[config.mk]
export PLATFORM = sky130hd
export DESIGN_NAME = jtag_tap_multi
export DESIGN_NICKNAME = d
export VERILOG_FILES = /design/src/rtl/jtag_tap_multi.sv
export SDC_FILE = /design/constraint.sdc
export NUM_CORES = 1
export LEC_CHECK = 0
export CORE_MARGIN = 8
export CORE_UTILIZATION = 30
export DETAILED_ROUTE_END_ITERATION = 10
export PLACE_DENSITY = 0.58
export SLEW_MARGIN = 20
export SYNTH_ARGS = -nofsm -noshare
export SYNTH_HDL_FRONTEND = slang
export SYNTH_SLANG_ARGS = --single-unit
export TNS_END_PERCENT = 100
[constraint.sdc]
create_clock -name i_tclk -period 2.3 [get_ports i_tclk]
set_input_delay 0.23 -clock i_tclk [delete_from_list [all_inputs] [get_ports i_tclk]]
set_output_delay 0.23 -clock i_tclk [all_outputs]
set_load 0.02 [all_outputs]
[src/rtl/jtag_tap_multi.sv]
// IEEE 1149.1 TAP with IR_W-bit instruction register and BYPASS, IDCODE,
// SAMPLE and NUM_USER user data registers with per-register update strobes.
module jtag_tap_multi #(
    parameter int          IR_W     = 4,
    parameter int          DR_W     = 8,
    parameter int          NUM_USER = 2,
    parameter logic [31:0] IDCODE   = 32'h1234_5001
) (
    input  logic                     i_tclk,
    input  logic                     i_trst,
    input  logic                     i_tdi,
    input  logic                     i_tms,
    output logic                     o_tdo,
    output logic                     o_tdoEn,
    input  logic [DR_W-1:0]          i_bsr,
    output logic [NUM_USER*DR_W-1:0] o_userData,
    output logic [NUM_USER-1:0]      o_userUpdate,
    output logic [IR_W-1:0]          o_instr,
    output logic [3:0]               o_state
);

    typedef enum logic [3:0] {
        TLR    = 4'hF, RTI    = 4'hC,
        SEL_DR = 4'h7, CAP_DR = 4'h6, SH_DR  = 4'h2, EX1_DR = 4'h1,
        PAU_DR = 4'h3, EX2_DR = 4'h0, UPD_DR = 4'h5,
        SEL_IR = 4'h4, CAP_IR = 4'hE, SH_IR  = 4'hA, EX1_IR = 4'h9,
        PAU_IR = 4'hB, EX2_IR = 4'h8, UPD_IR = 4'hD
    } tap_state_t;

    typedef enum logic [1:0] {
        SEL_BYPASS, SEL_IDCODE, SEL_SAMPLE, SEL_USER
    } dr_sel_t;

    tap_state_t                state;
    logic [IR_W-1:0]           ir;
    logic [IR_W-1:0]           ir_sr;
    logic                      bypass_sr;
    logic [31:0]               id_sr;
    logic [DR_W-1:0]           data_sr;
    logic [NUM_USER*DR_W-1:0]  user_data;
    logic [NUM_USER-1:0]       user_update;

    dr_sel_t                   dr_sel;
    logic [NUM_USER-1:0]       user_hit;
    logic [DR_W-1:0]           user_rb;

    // TAP state machine; TMS alone steers it.
    always_ff @(posedge i_tclk or posedge i_trst) begin
        if (i_trst) begin
            state <= TLR;
        end else begin
            case (state)
                TLR:     state <= i_tms ? TLR    : RTI;
                RTI:     state <= i_tms ? SEL_DR : RTI;
                SEL_DR:  state <= i_tms ? SEL_IR : CAP_DR;
                CAP_DR:  state <= i_tms ? EX1_DR : SH_DR;
                SH_DR:   state <= i_tms ? EX1_DR : SH_DR;
                EX1_DR:  state <= i_tms ? UPD_DR : PAU_DR;
                PAU_DR:  state <= i_tms ? EX2_DR : PAU_DR;
                EX2_DR:  state <= i_tms ? UPD_DR : SH_DR;
                UPD_DR:  state <= i_tms ? SEL_DR : RTI;
                SEL_IR:  state <= i_tms ? TLR    : CAP_IR;
                CAP_IR:  state <= i_tms ? EX1_IR : SH_IR;
                SH_IR:   state <= i_tms ? EX1_IR : SH_IR;
                EX1_IR:  state <= i_tms ? UPD_IR : PAU_IR;
                PAU_IR:  state <= i_tms ? EX2_IR : PAU_IR;
                EX2_IR:  state <= i_tms ? UPD_IR : SH_IR;
                UPD_IR:  state <= i_tms ? SEL_DR : RTI;
                default: state <= TLR;
            endcase
        end
    end

    // NOTE: every variable assigned in this always_comb gets a default first,
    // otherwise unmatched instructions would infer latches.
    always_comb begin
        user_hit = '0;
        user_rb  = '0;
        for (int k = 0; k < NUM_USER; k++) begin
            if (ir == IR_W'(4 + k)) begin
                user_hit[k] = 1'b1;
                user_rb     = user_data[k*DR_W +: DR_W];
            end
        end
        if (ir == IR_W'(1))
            dr_sel = SEL_IDCODE;
        else if (ir == IR_W'(2))
            dr_sel = SEL_SAMPLE;
        else if (|user_hit)
            dr_sel = SEL_USER;
        else
            dr_sel = SEL_BYPASS;
    end

    // NOTE: sequential state uses non-blocking assignments only, so every
    // register sees the pre-edge values of the others.
    always_ff @(posedge i_tclk or posedge i_trst) begin
        if (i_trst) begin
            ir          <= IR_W'(1);
            ir_sr       <= '0;
            bypass_sr   <= 1'b0;
            id_sr       <= '0;
            data_sr     <= '0;
            user_data   <= '0;
            user_update <= '0;
        end else begin
            user_update <= '0;
            case (state)
                TLR:    ir    <= IR_W'(1);
                CAP_IR: ir_sr <= IR_W'(1);
                SH_IR:  ir_sr <= {i_tdi, ir_sr[IR_W-1:1]};
                UPD_IR: ir    <= ir_sr;
                CAP_DR: begin
                    case (dr_sel)
                        SEL_IDCODE: id_sr     <= IDCODE;
                        SEL_SAMPLE: data_sr   <= i_bsr;
                        SEL_USER:   data_sr   <= user_rb;
                        default:    bypass_sr <= 1'b0;
                    endcase
                end
                SH_DR: begin
                    case (dr_sel)
                        SEL_IDCODE: id_sr     <= {i_tdi, id_sr[31:1]};
                        SEL_SAMPLE,
                        SEL_USER:   data_sr   <= {i_tdi, data_sr[DR_W-1:1]};
                        default:    bypass_sr <= i_tdi;
                    endcase
                end
                UPD_DR: begin
                    // Strobe fires on every write, even if the value is unchanged.
                    for (int k = 0; k < NUM_USER; k++) begin
                        if (user_hit[k]) begin
                            user_data[k*DR_W +: DR_W] <= data_sr;
                            user_update[k]            <= 1'b1;
                        end
                    end
                end
                default: ;
            endcase
        end
    end

    always_comb begin
        o_tdo = 1'b0;
        if (state == SH_IR) begin
            o_tdo = ir_sr[0];
        end else if (state == SH_DR) begin
            case (dr_sel)
                SEL_IDCODE: o_tdo = id_sr[0];
                SEL_SAMPLE,
                SEL_USER:   o_tdo = data_sr[0];
                default:    o_tdo = bypass_sr;
            endcase
        end
    end

    assign o_tdoEn      = (state == SH_DR) || (state == SH_IR);
    assign o_userData   = user_data;
    assign o_userUpdate = user_update;
    assign o_instr      = ir;
    assign o_state      = state;

endmodule

After elaboration in Yosys (flattened, before gate mapping)
Index checks and enable logic that the tools add are counted.
{"block": "word_totals", "regBits": 71, "inputBits": 12, "output_inout_bits": 28, "word_cells": 90}
{"block": "op_classes", "n_eq_ne": 28, "muxes": 37, "n_reduce_logical": 16}
{"operator": "32-bit 2-to-1 mux", "count": 2}
{"operator": "32-bit one-hot mux with 2 select lines", "count": 1}
{"operator": "4-bit one-hot mux with 12 select lines", "count": 1}
{"operator": "4-bit equality test (second input constant)", "count": 8}
{"operator": "8-bit one-hot mux with 2 select lines", "count": 2}
{"operator": "4-bit by 3-bit equality test with 1-bit output (second input constant)", "count": 6}
{"operator": "8-bit 2-to-1 mux", "count": 3}
{"operator": "2-bit 2-to-1 mux", "count": 10}
{"operator": "4-bit one-hot mux with 2 select lines", "count": 2}
{"operator": "4-bit by 2-bit equality test with 1-bit output (second input constant)", "count": 3}
{"operator": "3-bit 2-to-1 mux", "count": 4}
{"operator": "1-bit 2-to-1 mux", "count": 9}
{"operator": "3-bit AND reduction", "count": 3}
{"operator": "4-bit by 1-bit equality test with 1-bit output (second input constant)", "count": 2}
{"operator": "2-bit OR reduction", "count": 4}
{"operator": "2-bit inequality test (second input constant)", "count": 3}
{"operator": "2-bit nonzero test", "count": 3}
{"operator": "3-bit OR reduction", "count": 2}
{"operator": "2-bit equality test (second input constant)", "count": 2}
{"operator": "4-bit logical NOT", "count": 1}
{"operator": "4-bit 2-to-1 mux", "count": 1}
{"operator": "2-bit by 1-bit inequality test with 1-bit output (second input constant)", "count": 2}
{"operator": "1-bit one-hot mux with 2 select lines", "count": 2}
{"operator": "2-bit AND reduction", "count": 2}
{"operator": "3 further kinds", "count": 3}

Logic depth before layout (Yosys ltp)
Gate-level depths: netlist of the first run.
{"block": "depth", "word_depth": 11, "ltp_mapped": 7, "mapped_depth_nobuf": 4}

Worst setup path after synthesis of the first run
Ideal clock, no wire load.
{"block": "synth_timing", "kind": "reg2out", "from": "reg ir[0], in the netlist o_instr[0]", "to": "out o_tdo", "arrival_ps": 1800, "slack_ps": 270, "stages_incl_launch_ff": 6, "path_cell_list": "dfstp_2 > and2b_2 > clkbuf_1 > a21oi_1 > o22a_1 > o31ai_1"}
{"block": "synth_via", "elab_chain_cells": 11}
{"element": "start: declaration", "line_no": "35", "rtl": "logic [IR_W-1:0] ir;"}
{"element": "start signal: assignment", "line_no": "112", "rtl": "UPD_IR: ir <= ir_sr;"}
{"element": "4-bit by 3-bit equality test with 1-bit output", "line_no": "80", "rtl": "if (ir == IR_W'(4 + k)) begin"}
{"element": "1-bit 2-to-1 mux", "line_no": "80"}
{"element": "2-bit OR reduction", "line_no": "89", "rtl": "else if (|user_hit)"}
{"element": "2-bit 2-to-1 mux", "line_no": "89"}
{"element": "2-bit 2-to-1 mux", "line_no": "87", "rtl": "else if (ir == IR_W'(2))"}
{"element": "2-bit 2-to-1 mux (*)", "line_no": "85", "rtl": "if (ir == IR_W'(1))"}
{"element": "2-bit equality test", "line_no": "148", "rtl": "case (dr_sel)"}
{"element": "2-bit OR reduction"}
{"element": "1-bit one-hot mux with 2 select lines (*)", "line_no": "148"}
{"element": "1-bit 2-to-1 mux (*)", "line_no": "147", "rtl": "end else if (state == SH_DR) begin"}
{"element": "1-bit 2-to-1 mux (*)", "line_no": "145", "rtl": "if (state == SH_IR) begin"}
{"element": "end: declaration", "line_no": "13", "rtl": "output logic o_tdo,"}
Mark *: on every way between the ends. The rest lies on a longest branch, timed or not.

Worst setup path after layout of the first run
{"block": "layout_timing", "from": "reg state[1], in the netlist o_state[1]", "to": "out o_tdo"}
{"block": "layout_via", "elab_chain_cells": 3}
{"element": "start: declaration", "line_no": "34", "rtl": "tap_state_t state;"}
{"element": "start signal: assignment", "line_no": "53", "rtl": "TLR: state <= i_tms ? TLR : RTI;"}
{"element": "start signal: assignment", "line_no": "54", "rtl": "RTI: state <= i_tms ? SEL_DR : RTI;"}
{"element": "start signal: assignment", "line_no": "55", "rtl": "SEL_DR: state <= i_tms ? SEL_IR : CAP_DR;"}
{"element": "4-bit by 2-bit equality test with 1-bit output", "line_no": "147"}
{"element": "1-bit 2-to-1 mux", "line_no": "147"}
{"element": "1-bit 2-to-1 mux (*)", "line_no": "145"}
Marked as above.

==> results of run 1 <==
==> critical path, stage by stage, from the launching register on <==
cell and delay, ns:
sky130_fd_sc_hd__dfstp_2 0.53, sky130_fd_sc_hd__nand2b_1 0.06, sky130_fd_sc_hd__or3_1 0.36, sky130_fd_sc_hd__o32a_1 0.36
sky130_fd_sc_hd__o31ai_1 0.09, sky130_fd_sc_hd__buf_2 0.22
==> where the power goes <==
group / internal, mW / leakage (nW) / total [mW] / switching, mW
combinational: 1.04 / 0.746 / 2.06 / 1.02
sequential: 1.73 / 0.902 / 2.10 / 0.365
clock: 0.558 / 0.105 / 1.02 / 0.464
==> kinds of logic after synthesis <==
group                  count (synthesis)  share of synthesized area
buffers and inverters                 23                     0.0428
multiplexers                          19                     0.0680
AO/OA/AOI/OAI                         77                      0.192
AND/OR/NAND/NOR                       76                      0.126
flip-flops                            71                      0.570
==> area by class of cell <==
| type | instances | area share |
|---|---|---|
| Clock buffer | 11 | 0.0384 |
| Clock inverter | 5 | 0.0143 |
| Inverter | 6 | 0.00571 |
| Multi-Input combinational cell | 172 | 0.307 |
| Sequential cell | 71 | 0.452 |
| Tap cell | 136 | 0.0432 |
| Timing Repair Buffer | 59 | 0.139 |
==> registers in the layout, summed over array words and instances, names as in the netlist <==
register / count
bypass_sr: 1
data_sr: 8
id_sr: 32
ir_sr: 4
o_instr: 4
o_state: 4
o_userData: 16
o_userUpdate: 2
==> metal layers <==
layer / part of all wire / global-route usage / routed length (µm) / up-vias
li1: - / - / - / 1066
met1: 0.49 / 0.137 / 3350 / 1037
met2: 0.44 / 0.145 / 2980 / 51
met3: 0.063 / 0.0427 / 426 / 2
met4: 0.0052 / 0.0344 / 35 / 0
met5: 0 / 0 / 0 / -
==> placed cells by master, fill, tap and decap left out, types with 6 or more instances in the layout <==
cell                              count
sky130_fd_sc_hd__a21o_1               7
sky130_fd_sc_hd__a21oi_1             11
sky130_fd_sc_hd__a221oi_1             6
sky130_fd_sc_hd__a22o_1              23
sky130_fd_sc_hd__buf_4               19
sky130_fd_sc_hd__clkbuf_8            11
sky130_fd_sc_hd__clkdlybuf4s50_1     38
sky130_fd_sc_hd__dfrtp_1             66
sky130_fd_sc_hd__mux2_2              18
sky130_fd_sc_hd__nand2_1             16
sky130_fd_sc_hd__nand2b_1             8
sky130_fd_sc_hd__nor2_1              26
sky130_fd_sc_hd__nor2b_1             10
sky130_fd_sc_hd__o21ai_0             10
sky130_fd_sc_hd__o22a_1               9
==> what timing repair did <==
| action | in CTS | in global routing |
|---|---|---|
| hold buffers | 0 | 0 |
| setup endpoints to repair | 1 | 1 |
| setup buffers | 0 | 0 |
| resized for setup | 4 | 1 |
==> worst max-delay path by stage <==
| stage | startpoint | end | slack (ns) | depth (start not counted) |
|---|---|---|---|---|
| after floorplan | o_instr[0] | o_tdo | 0.27 | 5 |
| after global placement | o_state[1] | o_tdo | 0.06 | 5 |
| after detailed placement | o_state[1] | o_tdo | 0.04 | 5 |
| after CTS | o_state[1] | o_tdo | 0.008 | 5 |
| after global routing | o_state[1] | o_tdo | 0.05 | 5 |
| final | o_state[1] | o_tdo | 0.12 | 5 |
==> impl_results.html, run 1 <==
<table>
<tr><th>Metric</th><th>Value</th></tr>
<tr><th colspan="2">Status</th></tr>
<tr><td>Result of the run</td><td>complete, no violations</td></tr>
<tr><th colspan="2">Routing</th></tr>
<tr><td>Antenna viol nets, final</td><td>0</td></tr>
<tr><td>Iteration count of the initial detailed-routing pass</td><td>4</td></tr>
<tr><td>First DRT Iteration DRCs</td><td>122</td></tr>
<tr><td>Drt drc</td><td>0</td></tr>
<tr><td>Detailed-route via count</td><td>around 2,200</td></tr>
<tr><td>Total routed wirelength</td><td>between 6000 and 7000 µm</td></tr>
<tr><td>Per-cell via count in the routed design</td><td>4.69</td></tr>
<tr><td>Final routed wire length divided by cell count</td><td>14.8 µm</td></tr>
<tr><th colspan="2">Logic synthesis</th></tr>
<tr><td>Number of flops mapped to enable cells by yosys</td><td>0</td></tr>
<tr><td>Most area-hungry cell type in the Yosys netlist</td><td>sky130_fd_sc_hd__dfrtp_1</td></tr>
<tr><td>Ys flop type</td><td>sky130_fd_sc_hd__dfrtp_1</td></tr>
<tr><td>Synthesized cell area</td><td>approximately 3100 µm²</td></tr>
<tr><td>Number of flip-flops and latches in the synthesized netlist</td><td>71</td></tr>
<tr><td>Avg Inst Size Synth</td><td>11.8 µm²</td></tr>
<tr><td>Number of distinct standard cells referenced by the synthesized netlist</td><td>39</td></tr>
<tr><td>Leading cell types by count after synthesis</td><td>66 x sky130_fd_sc_hd__dfrtp_1, 26 x sky130_fd_sc_hd__nor2_1, 23 x sky130_fd_sc_hd__a22o_1, 18 x sky130_fd_sc_hd__mux2_2, 16 x sky130_fd_sc_hd__nand2_1</td></tr>
<tr><td>Gate Count Post-Synth</td><td>266</td></tr>
<tr><td>Number of nets produced by synthesis</td><td>roughly 280</td></tr>
<tr><td>Total number of yosys warnings</td><td>0</td></tr>
<tr><td>Cell with the most instances after synthesis</td><td>sky130_fd_sc_hd__dfrtp_1</td></tr>
<tr><td>Async set-reset flop share out of synthesis</td><td>1.00</td></tr>
<tr><td>Cell types with the largest area share after synthesis</td><td>sky130_fd_sc_hd__dfrtp_1 53%, sky130_fd_sc_hd__mux2_2 6.5%, sky130_fd_sc_hd__a22o_1 6.4%</td></tr>
<tr><td>Share of the yosys chip area belonging to registers</td><td>0.570</td></tr>
<tr><td>Post-synth top area share</td><td>0.528</td></tr>
<tr><th colspan="2">STA</th></tr>
<tr><td>Setup repair after global routing missed its margin</td><td>no</td></tr>
<tr><td>Total negative setup slack</td><td>0 ns</td></tr>
<tr><td>Post-route worst hold slack</td><td>0.287 ns</td></tr>
<tr><td>Number of failing setup endpoints in the final timing report</td><td>0</td></tr>
<tr><td>Maximum operating frequency</td><td>459 MHz</td></tr>
<tr><td>Slew at the pin closest to its max-slew limit</td><td>0.462 ns</td></tr>
<tr><td>Final slew viol count</td><td>0</td></tr>
<tr><td>Final WS setup</td><td>about 0.12 ns</td></tr>
<tr><td>Max-slew headroom</td><td>0.691</td></tr>
<tr><td>Clock skew after layout</td><td>~0.0044 ns</td></tr>
<tr><td>Final Critical Period</td><td>2.18 ns</td></tr>
<tr><td>Final period util</td><td>0.946</td></tr>
<tr><td>Final Hold Fails</td><td>0</td></tr>
<tr><th colspan="2">Final layout</th></tr>
<tr><td>Syn-to-layout area delta</td><td>26.1%</td></tr>
<tr><td>Multi-input gate area in the final layout</td><td>1210 µm²</td></tr>
<tr><td>Count of non-filler cells in the finished layout</td><td>460</td></tr>
<tr><td>Final core area utilization</td><td>0.385</td></tr>
<tr><td>Antenna diodes</td><td>0</td></tr>
<tr><td>Share of layout cells above drive strength 1</td><td>0.216</td></tr>
<tr><td>Area of all placed cells without fillers</td><td>3940 µm²</td></tr>
<tr><td>Total Nets Final</td><td>331</td></tr>
<tr><td>Register area</td><td>1780 µm²</td></tr>
<tr><td>Total of fill cells in the finished design</td><td>991</td></tr>
<tr><th colspan="2">Critical path</th></tr>
<tr><td>CP Data Arrival Time</td><td>1.95 ns</td></tr>
<tr><td>Required time at the worst-slack endpoint</td><td>2.07 ns</td></tr>
<tr><td>Type of element launching the critical path</td><td>register</td></tr>
<tr><td>Setup slack, reg-to-reg</td><td>0.25 ns</td></tr>
<tr><td>Launch point of the worst reg-to-reg path</td><td>o_instr[0]</td></tr>
<tr><td>Worst R2R Path Depth</td><td>4</td></tr>
<tr><td>Worst setup path category</td><td>reg -&gt; out</td></tr>
<tr><td>Kind of capture point of the worst setup path</td><td>output port</td></tr>
<tr><td>Endpoint of the worst register-to-register path</td><td>id_sr[19]</td></tr>
<tr><td>Critical path peak fanout</td><td>3</td></tr>
<tr><th colspan="2">Flow run</th></tr>
<tr><td>Max-Cap Viols</td><td>0</td></tr>
<tr><th colspan="2">Global route</th></tr>
<tr><td>Gr usage total</td><td>0.103</td></tr>
<tr><td>Remaining Overflow, GRT</td><td>0</td></tr>
<tr><td>Wire length of the first global-routing pass</td><td>11,700 µm</td></tr>
<tr><td>Maximum number of pins on one net before global-route repair</td><td>72</td></tr>
<tr><td>Initial antenna violation count</td><td>0</td></tr>
<tr><td>Via count of the first global-routing pass</td><td>2,269</td></tr>
<tr><th colspan="2">Die</th></tr>
<tr><td>IO Count</td><td>40</td></tr>
<tr><td>Chip width</td><td>118 µm</td></tr>
<tr><td>Core Area</td><td>10,200 µm²</td></tr>
<tr><td>Overall die height</td><td>118 µm</td></tr>
<tr><td>Num rows</td><td>37</td></tr>
<tr><td>Total Die Area</td><td>about 14,000 µm²</td></tr>
<tr><td>Initial core utilization</td><td>0.306</td></tr>
<tr><th colspan="2">Pwr</th></tr>
<tr><td>P per Cell Area</td><td>1310 nW/µm²</td></tr>
<tr><td>Worst-case vdd ir drop</td><td>~0.0005 V</td></tr>
<tr><td>Final total power</td><td>between 5 and 6 mW</td></tr>
<tr><td>Lkg Pwr</td><td>~1.8 nW</td></tr>
<tr><th colspan="2">Clock network</th></tr>
<tr><td>Number of sinks on the clock net</td><td>71</td></tr>
<tr><td>Clock Latency Late Sink</td><td>roughly 0.34 ns</td></tr>
<tr><td>Clock tree from TritonCTS</td><td>built</td></tr>
<tr><td>Clock slew at reported path FFs</td><td>0.08 ns</td></tr>
<tr><td>Cts bufs inserted</td><td>9</td></tr>
<tr><td>Number of buffers on the longest clock path</td><td>2</td></tr>
<tr><td>Total number of H-tree levels</td><td>3</td></tr>
<tr><td>Clock root buffer master</td><td>sky130_fd_sc_hd__clkbuf_8</td></tr>
<tr><th colspan="2">Placement</th></tr>
<tr><td>Input/output buffers</td><td>39</td></tr>
<tr><td>Post-detailed-placement cell area</td><td>approximately 3700 µm²</td></tr>
<tr><td>Worst slack, placed</td><td>around 0.042 ns</td></tr>
<tr><td>Global placement routability congestion</td><td>0.714</td></tr>
<tr><td>Final HPWL from detailed placement</td><td>between 4000 and 5000 µm</td></tr>
<tr><td>Cell Count Post-Placement</td><td>444</td></tr>
<tr><th colspan="2">Hold path</th></tr>
<tr><td>Min-delay worst type</td><td>in -&gt; async</td></tr>
</table>
Note: power is estimated with default switching activity, not from simulation.
==> inputs of run 2 (changes only) <==
Settings changed: ABC_CLOCK_PERIOD_IN_PS set to 2300.
==> results of run 2 <==
The final DEF is identical to that of run 1; final timing and power are the same.
==> inputs of run 3 (changes only) <==
Settings changed: CTS_CLUSTER_SIZE set to 20, SKIP_CTS_REPAIR_TIMING set to 1, TNS_END_PERCENT 100 to 1.
==> run 3 against run 2 <==
  * Clock skew unchanged
  * Final cell count unchanged
  * Utilization unchanged
  * Total power about the same
  * Critical path depth unchanged
  * Register-to-register slack about the same
  * Maximum frequency down 0.36%
  * Flip-flop and latch count unchanged
  * Via count unchanged
  * Sequential share of layout area unchanged
  * Non-clock buffer count unchanged
  * Critical path type unchanged
  * Largest cell class unchanged
  * Highest routed layer unchanged
==> impl_results.html, run 3 (same netlist as run 1, synthesis figures left out) <==
<table>
<tr><th>Metric</th><th>Value</th></tr>
<tr><th colspan="2">Routing</th></tr>
<tr><td>Iteration count of the initial detailed-routing pass</td><td>4 (unchanged)</td></tr>
<tr><td>Final routed wire length divided by cell count</td><td>14.8 µm (about the same)</td></tr>
<tr><td>First DRT Iteration DRCs</td><td>122 (unchanged)</td></tr>
<tr><td>Detailed-route via count</td><td>2,156 (unchanged)</td></tr>
<tr><td>Drt drc</td><td>0 (unchanged)</td></tr>
<tr><td>Per-cell via count in the routed design</td><td>4.69 (unchanged)</td></tr>
<tr><td>Antenna viol nets, final</td><td>0 (unchanged)</td></tr>
<tr><td>Total routed wirelength</td><td>6790 µm (about the same)</td></tr>
<tr><th colspan="2">Pwr</th></tr>
<tr><td>Internal power of the cells</td><td>3.33 mW (about the same)</td></tr>
<tr><td>Final total power</td><td>5.18 mW (about the same)</td></tr>
<tr><td>Flop pwr share</td><td>0.405 (about the same)</td></tr>
<tr><td>Combinational group share of total power</td><td>0.398 (about the same)</td></tr>
<tr><td>P per Cell Area</td><td>1310 nW/µm² (about the same)</td></tr>
<tr><td>Lkg Pwr</td><td>1.75 nW (about the same)</td></tr>
<tr><td>Portion of total power attributed to the clock network</td><td>0.197 (about the same)</td></tr>
<tr><td>P_sw</td><td>1.85 mW (about the same)</td></tr>
<tr><td>Fraction of power spent switching nets</td><td>0.357 (about the same)</td></tr>
<tr><td>Worst-case vdd ir drop</td><td>0.000498 V (about the same)</td></tr>
<tr><th colspan="2">Clock network</th></tr>
<tr><td>Total number of H-tree levels</td><td>3 (unchanged)</td></tr>
<tr><td>Clock tree from TritonCTS</td><td>built</td></tr>
<tr><td>Clock Latency Late Sink</td><td>0.34 ns (about the same)</td></tr>
<tr><td>Number of sinks on the clock net</td><td>71 (unchanged)</td></tr>
<tr><td>Clock root buffer master</td><td>sky130_fd_sc_hd__clkbuf_8</td></tr>
<tr><td>Clock slew at reported path FFs</td><td>0.08 ns (about the same)</td></tr>
<tr><td>Cts bufs inserted</td><td>9 (unchanged)</td></tr>
<tr><td>Number of buffers on the longest clock path</td><td>2 (unchanged)</td></tr>
<tr><th colspan="2">STA</th></tr>
<tr><td>Setup repair after global routing missed its margin</td><td>no</td></tr>
<tr><td>Slew at the pin closest to its max-slew limit</td><td>0.462 ns (unchanged)</td></tr>
<tr><td>Maximum operating frequency</td><td>458 MHz (-0.36%)</td></tr>
<tr><td>Number of failing setup endpoints in the final timing report</td><td>0 (unchanged)</td></tr>
<tr><td>Final slew viol count</td><td>0 (unchanged)</td></tr>
<tr><td>Final Hold Fails</td><td>0 (unchanged)</td></tr>
<tr><td>Max-slew headroom</td><td>0.691 (unchanged)</td></tr>
<tr><td>Clock skew after layout</td><td>0.00444 ns (unchanged)</td></tr>
<tr><td>Final Critical Period</td><td>2.18 ns (+0.00780 ns)</td></tr>
<tr><td>Final WS setup</td><td>0.116 ns (-0.00780 ns)</td></tr>
<tr><td>Final period util</td><td>0.950 (+0.00339)</td></tr>
<tr><th colspan="2">Die</th></tr>
<tr><td>Total Die Area</td><td>13,900 µm² (unchanged)</td></tr>
<tr><td>Num rows</td><td>37 (unchanged)</td></tr>
<tr><td>Core Area</td><td>10,200 µm² (unchanged)</td></tr>
<tr><td>Chip width</td><td>118 µm (unchanged)</td></tr>
<tr><td>IO Count</td><td>40 (unchanged)</td></tr>
<tr><td>Overall die height</td><td>118 µm (unchanged)</td></tr>
<tr><td>Initial core utilization</td><td>0.306 (unchanged)</td></tr>
<tr><th colspan="2">Final layout</th></tr>
<tr><td>Flip-flop count of the largest register after layout</td><td>32 (unchanged)</td></tr>
<tr><td>Antenna diodes</td><td>0 (unchanged)</td></tr>
<tr><td>Biggest register</td><td>id_sr</td></tr>
<tr><td>Total Nets Final</td><td>331 (unchanged)</td></tr>
<tr><td>Leading cell type in the layout, fill and taps excluded</td><td>sky130_fd_sc_hd__dfrtp_1</td></tr>
<tr><td>Syn-to-layout area delta</td><td>26.1% (unchanged)</td></tr>
<tr><td>Commonest non-fill, non-tap cells in the layout</td><td>66 x sky130_fd_sc_hd__dfrtp_1, 38 x sky130_fd_sc_hd__clkdlybuf4s50_1, 26 x sky130_fd_sc_hd__nor2_1</td></tr>
<tr><td>Share of layout cells above drive strength 1</td><td>0.216 (unchanged)</td></tr>
<tr><td>Area of all placed cells without fillers</td><td>3940 µm² (unchanged)</td></tr>
<tr><th colspan="2">Global route</th></tr>
<tr><td>Wire length of the first global-routing pass</td><td>11,700 µm (unchanged)</td></tr>
<tr><td>Maximum number of pins on one net before global-route repair</td><td>72 (unchanged)</td></tr>
<tr><td>Remaining Overflow, GRT</td><td>0 (unchanged)</td></tr>
<tr><td>Gr usage total</td><td>0.103 (unchanged)</td></tr>
<tr><td>Initial antenna violation count</td><td>0 (unchanged)</td></tr>
<tr><td>Via count of the first global-routing pass</td><td>2,269 (unchanged)</td></tr>
<tr><th colspan="2">Placement</th></tr>
<tr><td>Post-detailed-placement cell area</td><td>3740 µm² (unchanged)</td></tr>
<tr><td>Final HPWL from detailed placement</td><td>4510 µm (unchanged)</td></tr>
<tr><td>Input/output buffers</td><td>39 (unchanged)</td></tr>
<tr><td>Global placement routability congestion</td><td>0.714 (unchanged)</td></tr>
<tr><td>Worst slack, placed</td><td>0.0420 ns (unchanged)</td></tr>
<tr><th colspan="2">Critical path</th></tr>
<tr><td>Worst setup path category</td><td>reg -&gt; out</td></tr>
<tr><td>Type of element launching the critical path</td><td>register</td></tr>
<tr><td>Required time at the worst-slack endpoint</td><td>2.07 ns (about the same)</td></tr>
<tr><td>Worst R2R Path Depth</td><td>4 (unchanged)</td></tr>
<tr><td>CP Data Arrival Time</td><td>1.95 ns (about the same)</td></tr>
<tr><td>Critical path peak fanout</td><td>3 (unchanged)</td></tr>
<tr><td>Kind of capture point of the worst setup path</td><td>output port</td></tr>
<tr><th colspan="2">Hold path</th></tr>
<tr><td>Min-delay worst type</td><td>in -&gt; async</td></tr>
<tr><th colspan="2">Status</th></tr>
<tr><td>Result of the run</td><td>complete, no violations</td></tr>
<tr><th colspan="2">Flow run</th></tr>
<tr><td>Max-Cap Viols</td><td>0 (unchanged)</td></tr>
</table>
[run 3: cell types whose count changed in the layout (fill, tap and decap cells not counted)]
| cell | previous run | this run |
|---|---|---|
| sky130_fd_sc_hd__buf_2 | 1 | 0 |
| sky130_fd_sc_hd__clkbuf_2 | 0 | 1 |
[run 3: path summary, 6_finish.rpt]
kind	from	endpoint	slack, ns
setup / recovery	o_state[1]	o_tdo	0.12
hold / removal	i_trst	o_userUpdate[1]	0.29
setup reg to reg	o_instr[0]	id_sr[19]	0.25
hold reg to reg	id_sr[14]	id_sr[13]	0.49
max in group asynchronous	i_trst	o_state[2]	1.68
min in group i_tclk	id_sr[14]	id_sr[13]	0.49
[run 3: layer usage]
metal | global-route usage | part of all wire
met4 | 0.0344 | 0.0052
met1 | 0.137 | 0.49
met3 | 0.0427 | 0.063
met5 | 0 | 0
met2 | 0.145 | 0.44
[run 3: layout make-up]
| type | instances | area [µm²] |
|---|---|---|
| tap | 136 | 170 |
| fill | 991 | 6290 |
| multi-input combinational | 172 | 1210 |
| inverter | 6 | 22.5 |
| clock inverter | 5 | 56.3 |
| clock buffer | 11 | 151 |
| timing repair buffer | 59 | 548 |
| sequential | 71 | 1780 |
[run 3: metrics by stage]
| stage | std cells | hold slack, ns | TNS [ns] | util |
|---|---|---|---|---|
| 2_1_floorplan | 266 | 0.282 | 0 | - |
| 3_3_place_gp | 444 | 0.470 | 0 | 0.365 |
| 3_5_place_dp | 444 | 0.483 | 0 | 0.365 |
| 4_1_cts | 460 | 0.296 | -0.349 | 0.386 |
| 5_1_grt | 460 | 0.323 | 0 | 0.385 |
| 6_report | 460 | 0.287 | 0 | 0.385 |
[run 3: power by group through the flow]
| stage | Sequential (mW) | Combinational [mW] | Clock [mW] |
|---|---|---|---|
| final | 2.10 | 2.06 | 1.02 |
| after global routing | 2.17 | 2.26 | 1.11 |
| after CTS | 2.11 | 2.10 | 1.05 |
| after detailed placement | 2.13 | 2.09 | 0 |
| after global placement | 2.11 | 2.06 | 0 |
| after floorplan | 2.28 | 1.08 | 0 |
[run 3: critical path, stage by stage, from the launching register on]
cell,delay (ns)
sky130_fd_sc_hd__dfstp_2,0.53
sky130_fd_sc_hd__nand2b_1,0.06
sky130_fd_sc_hd__or3_1,0.36
sky130_fd_sc_hd__o32a_1,0.36
sky130_fd_sc_hd__o31ai_1,0.09
sky130_fd_sc_hd__clkbuf_2,0.23
==> variant: new RTL, flow settings as in run 2 <==
Add an input register stage for `i_tdi` and `i_bsr`; this delays them by one clock. The other inputs are not delayed to match.
--- a/src/rtl/jtag_tap_multi.sv
+++ b/src/rtl/jtag_tap_multi.sv
@@ -30,6 +30,14 @@
     typedef enum logic [1:0] {
         SEL_BYPASS, SEL_IDCODE, SEL_SAMPLE, SEL_USER
     } dr_sel_t;
+
+    logic i_tdi_q;
+    logic [DR_W-1:0] i_bsr_q;
+
+    always_ff @(posedge i_tclk) begin
+        i_tdi_q <= i_tdi;
+        i_bsr_q <= i_bsr;
+    end
 
     tap_state_t                state;
     logic [IR_W-1:0]           ir;
@@ -108,22 +116,22 @@
             case (state)
                 TLR:    ir    <= IR_W'(1);
                 CAP_IR: ir_sr <= IR_W'(1);
-                SH_IR:  ir_sr <= {i_tdi, ir_sr[IR_W-1:1]};
+                SH_IR:  ir_sr <= {i_tdi_q, ir_sr[IR_W-1:1]};
                 UPD_IR: ir    <= ir_sr;
                 CAP_DR: begin
                     case (dr_sel)
                         SEL_IDCODE: id_sr     <= IDCODE;
-                        SEL_SAMPLE: data_sr   <= i_bsr;
+                        SEL_SAMPLE: data_sr   <= i_bsr_q;
                         SEL_USER:   data_sr   <= user_rb;
                         default:    bypass_sr <= 1'b0;
                     endcase
                 end
                 SH_DR: begin
                     case (dr_sel)
-                        SEL_IDCODE: id_sr     <= {i_tdi, id_sr[31:1]};
+                        SEL_IDCODE: id_sr     <= {i_tdi_q, id_sr[31:1]};
                         SEL_SAMPLE,
-                        SEL_USER:   data_sr   <= {i_tdi, data_sr[DR_W-1:1]};
-                        default:    bypass_sr <= i_tdi;
+                        SEL_USER:   data_sr   <= {i_tdi_q, data_sr[DR_W-1:1]};
+                        default:    bypass_sr <= i_tdi_q;
                     endcase
                 end
                 UPD_DR: begin
Formal check against the unedited RTL: not equivalent (Yosys sat finds a counterexample within 10 cycles, from zero or initial values and one cycle with i_trst high).
==> variant against run 2 <==
  * Utilization is 0.18 points lower
  * Non-clock buffer count is 4 lower
  * Fmax is 0.65% lower
  * Sequential power is 10% lower
  * Area after synthesis is 10% higher
  * Sequential cell count is 9 higher
  * Cell count is 15% higher
  * Total power is 9.2% lower
  * Design area is 10% higher
  * Worst setup slack worse by 14 ps
  * Sequential share of layout area hardly changed
  * Register-to-register slack worse by 60 ps
  * Wire length is 9.5% higher
==> variant: results (changes against run 2) <==
Detailed routing
  • M1 WL: 3.34 mm (-0.42%)
  • DR WL/cell: 14.1 um (-4.8%)
  • Met2 Wirelength: 3.53 mm (+19%)
  • Met3 WL: 456 um (+7.0%)
  • First-iteration detailed-routing DRC count: 191 (+57%)
  • First-pass DRT Iterations: 4 (unchanged)
  • Via Count: 2449 (+14%)

Layout
  • Inverter count: 4 (-2)
  • Max FFs per register: 32 (unchanged)
  • Multi-input gates: 231 (+34%)
  • Data buffer area share: 0.121 (-0.0183)
  • FFs & Latches: 80 (+13%)
  • Clock tree cell share of total cell area: 0.0634 (+0.0107)
  • Fraction of area in multi-input gates: 0.319 (+0.0118)
  • Layout cell share with drive strength beyond 1: 0.181 (-0.0347)
  • FILL cells: 1151 (+16%)
  • Fin nets: 393 (+19%)
  • FF/Latch Area: 1960 um2 (+10%)
  • Layout clock buffer count: 11 (unchanged)
  • Non-clk bufs: 55 (-6.8%)

Worst hold path
  • HP Class: primary input to async pin

Critical path
  • R2R Path Start: o_state[2]
  • Flop2flop setup slack: 190 ps (-60 ps)
  • R2r endpoint: o_userData[2]
  • CP max FO: 3 (unchanged)
  • Critical path's slowest cell: dfstp_2
  • Worst R2R Path Depth: 5 (+1)

Clock tree
  • Root Driver: clkbuf_16
  • Clock transition at path regs: 60 ps (-20 ps)
  • Resize count post-CTS: 6 (+2)
  • Clk Latency, worst-skew pair: 330 ps

Logic synthesis
  • Post-synthesis sequential area ratio: 0.568 (-0.00175)
  • Post-synthesis cell type count: 38 (-2.6%)
  • Mux share of post-synthesis cell area: 0.0616 (-0.00643)
  • Synth top cells by count: dfrtp_1 (66), nand2_1 (52), o21ai_0 (41)
  • Post-synth EDFFs: 0 (unchanged)
  • Synth Area in Compound Gates: 0.124 (-0.0686)
  • Async set or reset register ratio after synthesis: 0.888 (-0.113)
  • Mapped Nets: 348 (+25%)
  • Top cells by area, synth: dfrtp_1 (48%), nand2b_1 (7.1%), o21ai_0 (5.9%), mux2_2 (5.9%), nand2_1 (5.7%)

STA
  • Worst-Margin Slew: 530 ps (+68.0 ps)
  • Clk_skew: 4.74 ps (+0.299 ps)
  • Hold_ws: 291 ps (+4.08 ps)

Placed design
  • Hpwl dp: 5.03 mm (+11%)
  • GP Congestion: 0.723 (+1.2%)
  • Placed Area: 4060 um2 (+8.7%)

Power
  • Sw Pwr: 1.57 mW (-15%)
  • Sequential share of power: 0.403 (-0.002)
  • Clock group: 1.31 mW (+28%)
  • Max VDD drop: 639 uV (+28%)
  • P_leak: 1.85 nW (+5.5%)

Global route
  • GRT Resource Usage Total: 0.108 (+0.00513)
  • Met3 Usage GRT: 0.0411 (-0.00159)
  • First-pass GRT wire length: 12.7 mm (+8.5%)
  • Vias in the first global route: 2533 (+12%)
  • GR Util met2: 0.174 (+0.0288)
  • M1 GR Usage: 0.128 (-0.00931)

Outcome
  • Outcome: complete, no violations

Floorplan
  • Die width: 123 um (+4.4%)
[variant: changes by cell type in the layout (fill, tap and decap cells not counted), moves of 9 or more]
cell              run 2  this run
nor2b_1              10         1
o22a_1                9         0
o21ai_0              10        41
nand2_1              16        52
a21oi_1              11         2
a22o_1               23         1
dfxtp_1               0         9
clkbuf_8             11         1
nand2b_1              8        39
clkbuf_16             0         9
[variant: through the flow]
| step | setup slack [ps] | util | total power, mW | TNS (ps) | instances |
|---|---|---|---|---|---|
| after floorplan | 231 | - | 2.90 | 0 | 336 |
| after global placement | 12.2 | 0.359 | 3.41 | 0 | 513 |
| after detailed placement | -6.94 | 0.359 | 3.45 | -6.94 | 513 |
| after CTS | 38.9 | 0.383 | 4.79 | 0 | 529 |
| after global routing | 20.8 | 0.383 | 5.04 | 0 | 529 |
| final | 109 | 0.383 | 4.71 | 0 | 529 |
[variant: worst min-delay path, cell delays in order]
cell,delay [ps]
clkdlybuf4s50_1,410
inv_2,70
buf_12,320
